$ cat src/rtl/tw_rom_seq_buf_if.sv
// Host/butterfly-side bundle for the twiddle buffer: load port, read controls and twiddle outputs.
// The master drives loads and read qualifiers; the slave (the buffer) returns twiddles and status.
interface tw_rom_seq_buf_if #(
  parameter int P_WIDTH  = 128,
  parameter int HW       = 64,
  parameter int SC_WIDTH = 3,
  parameter int AW       = 4,
  parameter int GW       = 2
);
  logic                CEN;
  logic [SC_WIDTH-1:0] stage_counter;
  logic                tw_en;
  logic [1:0]          wr_mode;
  logic                wr_tgt;
  logic [AW-1:0]       wr_addr;
  logic [HW-1:0]       horizontal_data_in;
  logic [P_WIDTH-1:0]  Q;
  logic [P_WIDTH-1:0]  Q_const;
  logic                q_valid;
  logic [GW-1:0]       group_idx;
  logic                sweep_done;

  modport master (
    output CEN, stage_counter, tw_en, wr_mode, wr_tgt, wr_addr, horizontal_data_in,
    input  Q, Q_const, q_valid, group_idx, sweep_done
  );

  modport slave (
    input  CEN, stage_counter, tw_en, wr_mode, wr_tgt, wr_addr, horizontal_data_in,
    output Q, Q_const, q_valid, group_idx, sweep_done
  );
endinterface

$ cat src/rtl/tw_rom_seq_buf.sv
// Runtime-loadable twiddle table with per-stage constants, streamed to the radix-16 butterfly
// in entry/sweep/group order; group walking is enabled per stage by GROUP_MODE.
module tw_rom_seq_buf #(
  parameter int               P_WIDTH    = 128,
  parameter int               HW         = 64,
  parameter int               DEPTH      = 4,
  parameter int               NGROUP     = 4,
  parameter int               SWEEPS     = 16,
  parameter int               NSTAGE     = 3,
  parameter int               SC_WIDTH   = 3,
  parameter logic [NSTAGE-1:0] GROUP_MODE = 3'b010
) (
  input logic             CLK,
  input logic             rst_n,
  tw_rom_seq_buf_if.slave bus
);

  localparam int IW   = $clog2(DEPTH);
  localparam int AW   = $clog2(NGROUP * DEPTH);
  localparam int GW   = (NGROUP > 1) ? $clog2(NGROUP) : 1;
  localparam int SWW  = (SWEEPS > 1) ? $clog2(SWEEPS) : 1;
  localparam int NENT = NGROUP * DEPTH;

  localparam logic [IW-1:0]       IDX_LAST = IW'(DEPTH - 1);
  localparam logic [SWW-1:0]      SW_LAST  = SWW'(SWEEPS - 1);
  localparam logic [GW-1:0]       GRP_LAST = GW'(NGROUP - 1);
  localparam logic [SC_WIDTH-1:0] NSTAGE_C = SC_WIDTH'(NSTAGE);
  localparam logic [P_WIDTH-1:0]  LOW_ONE  = P_WIDTH'(1);
  localparam logic [P_WIDTH-1:0]  UNITY    = LOW_ONE | (LOW_ONE << HW);

  logic [P_WIDTH-1:0]  tbl [NENT];
  logic [P_WIDTH-1:0]  cst [NSTAGE];

  logic [SC_WIDTH-1:0] prev_stage;
  logic [IW-1:0]       idx;
  logic [SWW-1:0]      sweep;
  logic [GW-1:0]       grp;

  logic [P_WIDTH-1:0]  q_p1;
  logic [P_WIDTH-1:0]  q_const_p1;
  logic                vld_p1;
  logic                done_p1;

  logic                stg_ok;
  logic                stg_chg;
  logic                grp_en;
  logic [P_WIDTH-1:0]  cst_sel;
  logic [IW-1:0]       idx_eff;
  logic [SWW-1:0]      sw_eff;
  logic [GW-1:0]       grp_eff;
  logic                idx_wrap;
  logic                sw_wrap;
  logic [AW-1:0]       rd_addr;

  // A stage change zeroes the counters before they form this cycle's read address.
  always_comb begin
    stg_ok  = (bus.stage_counter < NSTAGE_C);
    stg_chg = (bus.stage_counter != prev_stage);
    grp_en  = 1'b0;
    cst_sel = cst[0];
    for (int s = 0; s < NSTAGE; s++) begin
      if (bus.stage_counter == SC_WIDTH'(s)) begin
        grp_en  = GROUP_MODE[s];
        cst_sel = cst[s];
      end
    end
    idx_eff  = stg_chg ? '0 : idx;
    sw_eff   = stg_chg ? '0 : sweep;
    grp_eff  = stg_chg ? '0 : grp;
    idx_wrap = (idx_eff == IDX_LAST);
    sw_wrap  = (sw_eff == SW_LAST);
    rd_addr  = AW'({grp_eff, idx_eff});
  end

  always_ff @(posedge CLK or negedge rst_n) begin
    if (!rst_n) begin
      for (int i = 0; i < NENT; i++) tbl[i] <= UNITY;
      for (int s = 0; s < NSTAGE; s++) cst[s] <= UNITY;
    end else if (bus.wr_tgt == 1'b0) begin
      if (bus.wr_mode == 2'd1)      tbl[bus.wr_addr][P_WIDTH-1:HW] <= bus.horizontal_data_in;
      else if (bus.wr_mode == 2'd2) tbl[bus.wr_addr][HW-1:0]       <= bus.horizontal_data_in;
    end else begin
      for (int s = 0; s < NSTAGE; s++) begin
        if (bus.wr_addr == AW'(s)) begin
          if (bus.wr_mode == 2'd1)      cst[s][P_WIDTH-1:HW] <= bus.horizontal_data_in;
          else if (bus.wr_mode == 2'd2) cst[s][HW-1:0]       <= bus.horizontal_data_in;
        end
      end
    end
  end

  // ---- stage p0 -> p1: sequencer update and registered read ----
  always_ff @(posedge CLK or negedge rst_n) begin
    if (!rst_n) begin
      prev_stage <= '0;
      idx        <= '0;
      sweep      <= '0;
      grp        <= '0;
      q_p1       <= '0;
      q_const_p1 <= '0;
      vld_p1     <= 1'b0;
      done_p1    <= 1'b0;
    end else begin
      prev_stage <= bus.stage_counter;
      done_p1    <= 1'b0;
      if (bus.CEN) begin
        q_p1   <= LOW_ONE;
        vld_p1 <= 1'b0;
        if (stg_chg) begin
          idx   <= '0;
          sweep <= '0;
          grp   <= '0;
        end
      end else if (!stg_ok) begin
        q_p1   <= LOW_ONE;
        vld_p1 <= 1'b0;
        idx    <= '0;
        sweep  <= '0;
        grp    <= '0;
      end else begin
        q_const_p1 <= cst_sel;
        if (!bus.tw_en) begin
          q_p1   <= LOW_ONE;
          vld_p1 <= 1'b0;
          idx    <= '0;
          sweep  <= '0;
          grp    <= grp_eff;
        end else begin
          q_p1   <= tbl[rd_addr];
          vld_p1 <= 1'b1;
          idx    <= idx_wrap ? '0 : idx_eff + 1'b1;
          sweep  <= sw_eff;
          grp    <= grp_eff;
          if (idx_wrap) begin
            sweep <= sw_wrap ? '0 : sw_eff + 1'b1;
            if (sw_wrap) begin
              done_p1 <= 1'b1;
              // Stages without group walking keep the pointer parked on group 0.
              grp     <= grp_en ? ((grp_eff == GRP_LAST) ? '0 : grp_eff + 1'b1) : '0;
            end
          end
        end
      end
    end
  end

  assign bus.Q          = q_p1;
  assign bus.Q_const    = q_const_p1;
  assign bus.q_valid    = vld_p1;
  assign bus.group_idx  = grp;
  assign bus.sweep_done = done_p1;

endmodule

$ cat src/flat_wrapper.sv
// flat-port wrapper written by rule: the top's interface ports become plain ports
module tw_rom_seq_buf_flat 
#(
  parameter int               P_WIDTH    = 128,
  parameter int               HW         = 64,
  parameter int               DEPTH      = 4,
  parameter int               NGROUP     = 4,
  parameter int               SWEEPS     = 16,
  parameter int               NSTAGE     = 3,
  parameter int               SC_WIDTH   = 3,
  parameter logic [NSTAGE-1:0] GROUP_MODE = 3'b010
)
  (CLK, rst_n, bus_CEN, bus_stage_counter, bus_tw_en, bus_wr_mode, bus_wr_tgt, bus_wr_addr, bus_horizontal_data_in, bus_Q, bus_Q_const, bus_q_valid, bus_group_idx, bus_sweep_done);
  tw_rom_seq_buf_if #(.P_WIDTH(P_WIDTH), .HW(HW), .SC_WIDTH(SC_WIDTH), .AW((4)), .GW((2))) bus_i ();
  input logic CLK;
  input logic rst_n;
  input wire logic [$bits(bus_i.CEN)-1:0] bus_CEN;
  input wire logic [$bits(bus_i.stage_counter)-1:0] bus_stage_counter;
  input wire logic [$bits(bus_i.tw_en)-1:0] bus_tw_en;
  input wire logic [$bits(bus_i.wr_mode)-1:0] bus_wr_mode;
  input wire logic [$bits(bus_i.wr_tgt)-1:0] bus_wr_tgt;
  input wire logic [$bits(bus_i.wr_addr)-1:0] bus_wr_addr;
  input wire logic [$bits(bus_i.horizontal_data_in)-1:0] bus_horizontal_data_in;
  output wire logic [$bits(bus_i.Q)-1:0] bus_Q;
  output wire logic [$bits(bus_i.Q_const)-1:0] bus_Q_const;
  output wire logic [$bits(bus_i.q_valid)-1:0] bus_q_valid;
  output wire logic [$bits(bus_i.group_idx)-1:0] bus_group_idx;
  output wire logic [$bits(bus_i.sweep_done)-1:0] bus_sweep_done;
  assign bus_i.CEN = bus_CEN;
  assign bus_i.stage_counter = bus_stage_counter;
  assign bus_i.tw_en = bus_tw_en;
  assign bus_i.wr_mode = bus_wr_mode;
  assign bus_i.wr_tgt = bus_wr_tgt;
  assign bus_i.wr_addr = bus_wr_addr;
  assign bus_i.horizontal_data_in = bus_horizontal_data_in;
  assign bus_Q = bus_i.Q;
  assign bus_Q_const = bus_i.Q_const;
  assign bus_q_valid = bus_i.q_valid;
  assign bus_group_idx = bus_i.group_idx;
  assign bus_sweep_done = bus_i.sweep_done;
  tw_rom_seq_buf #(.P_WIDTH(P_WIDTH), .HW(HW), .DEPTH(DEPTH), .NGROUP(NGROUP), .SWEEPS(SWEEPS), .NSTAGE(NSTAGE), .SC_WIDTH(SC_WIDTH), .GROUP_MODE(GROUP_MODE)) u_core (.CLK(CLK), .rst_n(rst_n), .bus(bus_i));
endmodule
$ cat config.mk
export PLATFORM = sky130hd
export DESIGN_NAME = tw_rom_seq_buf_flat
export DESIGN_NICKNAME = d
export VERILOG_FILES = /design/src/rtl/tw_rom_seq_buf_if.sv /design/src/rtl/tw_rom_seq_buf.sv /design/src/flat_wrapper.sv
export SDC_FILE = /design/constraint.sdc
export NUM_CORES = 2
export LEC_CHECK = 0
export ABC_AREA = 1
export CAP_MARGIN = 40
export CORE_MARGIN = 8
export CORE_UTILIZATION = 50
export CTS_BUF_LIST = sky130_fd_sc_hd__clkbuf_4 sky130_fd_sc_hd__clkbuf_8 sky130_fd_sc_hd__clkbuf_16
export DETAILED_ROUTE_END_ITERATION = 16
export PLACE_DENSITY = 0.67
export SKIP_LAST_GASP = 1
export SLEW_MARGIN = 5
export SYNTH_ARGS = -nofsm -noshare
export SYNTH_HDL_FRONTEND = slang
export SYNTH_SLANG_ARGS = --single-unit
$ cat constraint.sdc
create_clock -name CLK -period 2.7 [get_ports CLK]
set_input_delay 0.27 -clock CLK [delete_from_list [all_inputs] [get_ports CLK]]
set_output_delay 0.27 -clock CLK [all_outputs]
set_load 0.05 [all_outputs]
* Yosys cells after proc, flatten, opt, wreduce, memory -nomap -nowiden
Cells that the tools add are included.
W data, S select, Z words.
** Word-level totals
- ROM bits :: 0
- Bits of input ports :: 78
- Memories kept :: 0
- Register bits after elaboration :: 2701
- Bits in writable memories :: 0
- Logic and storage cells :: 108
- Bits in latches :: 0
** Operators by class
- Shift operators :: 0
- Add/sub/neg operators :: 3
- Reductions and logical operators :: 11
- $mul :: 0
- Div/mod/pow operators :: 0
- Order comparisons :: 4
- Eq/ne operators :: 10
- Multiplexer cells :: 45
- Bitwise operators :: 5
** Operators with widths (number)
- $bwmux W2048 :: 2
- $mux W2048 :: 2
- $demux W128 S4 :: 2
- $mux W128 :: 8
- $bmux W128 S4 :: 1
- $mux W64 :: 1
- $mux W2 :: 13
- $mux W4 :: 6
- $reduce_and A4 Y1 :: 3
- $ge A5 B5 Y1 const B :: 2
- $mux W1 :: 10
- $not A4 Y5 :: 2
- $reduce_and A3 Y1 :: 3
- $eq A2 B2 Y1 const B :: 3
- $lt A5 B1 Y1 const B :: 1
- $add A2 B1 Y2 const B :: 2
- $add A4 B1 Y4 const B :: 1
- $eq A4 B1 Y1 const B :: 1
- $eq A4 B2 Y1 const B :: 1
- $eq A4 B4 Y1 const B :: 1
- $logic_not A4 Y1 :: 1
- $reduce_and A2 Y1 :: 2
- $eq A3 B1 Y1 const B :: 1
- $eq A3 B2 Y1 const B :: 1
- other kinds (6) :: 8

* Longest topological paths before layout
- Depth after elaboration :: 10
- Gate-level depth with buffers :: 16
- Mapped depth without buffers :: 14

* Worst setup path after synthesis
No wires, ideal clock.
- Path kind :: register to register
- Start :: register u_core.prev_stage[1]
- End :: register u_core.grp[0], in the netlist u_core.bus.group_idx[0]
- Slack :: 0.499 ns
- Required time :: 2.581 ns
- Arrival time :: 2.082 ns
- Stages on the path, launching flop included :: 16
- Path through :: dfrtp_1 > inv_1 > nand2_1 > nand2_1 > nand2_1 > nor2_8 > nand2_4 > inv_2 > buf_4 > buf_2 > ha_1 > nand4_1 > nor2_1 > nand4_1 > nand3_1 > nand2_1
** On the way
- Longest elaborated chain between the ends :: 10
- Elaborated cells between the ends (all ways) :: 15
** Ends and longest elaborated chain
- from (decl) :: line tw_rom_seq_buf.sv:34 : logic [SC_WIDTH-1:0] prev_stage;
- from (signal assigned) :: line tw_rom_seq_buf.sv:104 : prev_stage <= bus.stage_counter;
- $ne A3 B3 Y1 * :: line tw_rom_seq_buf.sv:58 : stg_chg = (bus.stage_counter != prev_stage);
- $mux W2
- $add A2 B1 Y2 or $eq A2 B2 Y1 (tied branches) :: line tw_rom_seq_buf.sv:139 : grp <= grp_en ? ((grp_eff == GRP_LAST) ? '0 : grp_eff + 1'b1) : '0;
- $mux W2 (2 in a row) :: line tw_rom_seq_buf.sv:139
- $mux W2 :: line tw_rom_seq_buf.sv:136 : if (sw_wrap) begin
- $mux W2 :: line tw_rom_seq_buf.sv:134 : if (idx_wrap) begin
- $mux W2 :: line tw_rom_seq_buf.sv:122 : if (!bus.tw_en) begin
- $mux W2 :: line tw_rom_seq_buf.sv:114 : end else if (!stg_ok) begin
- $mux W2 * :: line tw_rom_seq_buf.sv:106 : if (bus.CEN) begin
- to (signal assigned) :: line tw_rom_seq_buf.sv:127 : grp <= grp_eff;
- to (signal assigned) :: line tw_rom_seq_buf.sv:133 : grp <= grp_eff;
- to (signal assigned) :: line tw_rom_seq_buf.sv:139
- to (decl) :: line tw_rom_seq_buf.sv:37 : logic [GW-1:0] grp;
Mark *: on every way between the ends. The rest lies on a longest branch, timed or not.
A chain may end at the register's enable or synchronous reset.

* Worst setup path after layout
- Start :: register u_core.q_p1[26], in the netlist u_core.bus.Q[26]
- End :: output bus_Q[26]
** RTL lines
- from (decl) :: line tw_rom_seq_buf.sv:39 : logic [P_WIDTH-1:0] q_p1;
- from (signal assigned) :: line tw_rom_seq_buf.sv:129 : q_p1 <= tbl[rd_addr];
- to (decl) :: line flat_wrapper.sv:24 : output wire logic [$bits(bus_i.Q)-1:0] bus_Q;
No word-level cell between the ends.

==> run metrics <==
VDD IR-drop max 0.000629 V; clock period minus worst slack 2680 ps; fin. max-slew vios 0; Crit Path Category flip-flop to primary output; final setup vio count 0; mean post-synth cell area 8.27 µm²; most used routing layer met2; Gate power share 12.2%; worst path arrival time 2410 ps; first-pass GRT wire length 626 mm; Final Cycle Share 99.3%; wire per inst 23.3 µm; Post-Synthesis Cell Area 118000 µm²; M1 GR Usage 45.3%; WP buf/inv 1; vias per cell 5.98; Setup crit end kind primary output; fmax 0.373 GHz; # clock sinks 2701; RSZ-0062 raised after global routing true; CTS Buffer Depth 4; CTS tree built; PwrDens 749 nW/µm²; placed cell areas 128000 µm²; status completed; Worst Path Required 2430 ps; vias in the first global route 101945; most common cell after layout, fill and taps aside nand2_1; YS warnings 0; initial antenna violation count 49; top cells by area, synth dfrtp_1, nand2_1, o21ai_0; Switching Share 26.9%; Via Count 105435; post-route ant nets 0; Cell variety after synth 27; Slew Limit Headroom 45.0%; Global Route Usage Sum 31.8%; Psw 27.9 mW; Max Cap Viol 0; crit path max fanout 1; chip height 502 µm; non-filler cells in the finished layout 17625; critical path's slowest cell clkdlybuf4s50_1; Layout Cell Area excl Fill 139000 µm²; drt pass-1 iters 9; Initial Util 50.3%; final wirelength 411 mm; Worst Max-Slew Pin Slew 825 ps; # rows 178; pre-CTS setup slack -325 ps; clock transition at the registers of the reported paths 70 ps; gpl congestion 0.898; most frequent cells in the layout nand2_1, dfrtp_1, o21ai_0; Leakage Power 63.4 nW; H-tree levels 5; GR Util met2 46.3%; clock share of power 40.4%; flops & latches, synth 2701; share of power burned in registers 47.4%; CP Launch Type flip-flop; die area 252000 µm²; grt ovf 0; highest cell delay on the worst timing path 890 ps; final net count 14307; area share of the largest cell type after synthesis 56.4%; Crit path max-delay family buffers and inverters; syn_nets 14378; area growth from synthesis to layout 17.3%; largest net degree at the start of global routing 132; layout cell share with drive strength beyond 1 9.73%; Iter 0 DRT Violations 14406; die width 502 µm; post-synth top area cell dfrtp_1; dpl cells 17063; crit-path cells clkdlybuf4s50_1; num ports 338; Clock Skew 50.0 ps; number of hold violations in the final report 0; M3 GR Usage 9.38%; worst min path class input port to flip-flop; DP HPWL 248 mm; Syn Inst Count 14297; number of CTS-inserted buffers 303; setup tns final 0 ps; setup ws final 20.1 ps; Port Buf Inserts 337; CORE AREA 235000 µm²; clk root buf clkbuf_16; P_int 75.9 mW; post-synthesis sequential area ratio 57.2%; DRC viols 0; Skew-Pair Late Insertion Delay 950 ps
-- cell families (layout without fill, tap and decap cells) --
family | count (synthesis) | in the layout | synth area share, %
flops | 2701 | 2701 | 57.2
xor+xnor | 3 | 3 | 0.0286
buf+inv | 1468 | 1619 | 4.99
compound gates | 2826 | 2826 | 12.2
fa+ha+maj | 3 | 3 | 0.0318
other cells | 0 | 27 | 0
simple gates | 7296 | 7296 | 25.5
-- power groups by stage --
stage	clock [mW]	combinational (mW)	sequential (mW)
floorplan	0	7.09	49.9
global placement	0	12.2	49.5
detailed placement	0	12.6	49.6
CTS	42.4	12.7	49.0
global route	44.0	14.4	49.7
finish	42.0	12.7	49.2
-- through the flow --
stage               util, %  hold slack, ps  total power, mW
floorplan                 -           -25.6             57.0
global placement       54.6             177             61.6
detailed placement     54.6             182             62.2
CTS                    58.9            43.6              104
global route           59.0            70.3              108
finish                 59.0            83.3              104
-- final cells by class --
| cell class | instances | area [µm²] |
|---|---|---|
| Sequential cell | 2701 | 67600 |
| Inverter | 101 | 422 |
| Timing Repair Buffer | 991 | 11400 |
| Clock buffer | 466 | 9470 |
| Tap cell | 3150 | 3940 |
| Clock inverter | 61 | 687 |
| Multi-Input combinational cell | 10128 | 45100 |
| Fill cell | 20340 | 96500 |
| Antenna cell | 27 | 67.6 |
-- path summary, 6_finish.rpt --
path,startpoint,to,slack (ps),depth (start not counted)
worst max register to register,u_core.prev_stage[2]$_DFF_PN0_,u_core.bus.Q[27]$_DFF_PN0_,170,15
worst min-delay path,bus_stage_counter[0],u_core.prev_stage[0]$_DFF_PN0_,80,2
min in group asynchronous,rst_n,u_core.tbl[1810]$_DFFE_PN0P_,230,3
worst max-delay path,u_core.bus.Q[26]$_DFF_PN0_,bus_Q[26],20,1
worst min register to register,u_core.cst[173]$_DFFE_PN0P_,u_core.cst[173]$_DFFE_PN0P_,480,2
max in group asynchronous,rst_n,u_core.tbl[146]$_DFFE_PN0P_,1450,3
-- timing repair --
item | in CTS | in global routing
endpoints found under the hold margin | 1769 | 0
hold buffers | 4 | 0
setup buffers | 0 | 2
gates resized for setup | 28 | 10
pin swaps | 0 | 2
endpoints found under the setup margin | 28 | 33
cloned | 0 | 3
-- cells in the mapped netlist (all sizes together) --
library cell / number
nand2: 4949
inv: 100
nand3b: 3
dfrtp: 2663
clkbuf: 1025
buf: 342
o211ai: 125
xor2: 2
or2: 127
o31ai: 1
xnor2: 1
dfstp: 38
nand3: 1925
o21ai: 2439
nor3: 1
ha: 3
nand4: 5
nor2: 286
o22ai: 2
a21oi: 259
clkinv: 1
-- per-layer routing --
metal	part of all wire (%)	vias up
met5	0.056	-
met4	3.8	34
met3	13	954
met2	42	5973
met1	42	51728
li1	-	46746
-- registers in the layout, summed over array words and instances (netlist names) --
name,flops
u_core.bus.Q_const,128
u_core.idx,2
u_core.sweep,4
u_core.cst,384
u_core.tbl,2048
u_core.bus.sweep_done,1
u_core.bus.Q,128
u_core.bus.group_idx,2
u_core.bus.q_valid,1
u_core.prev_stage,3
Power figures use the tool's default switching activity.
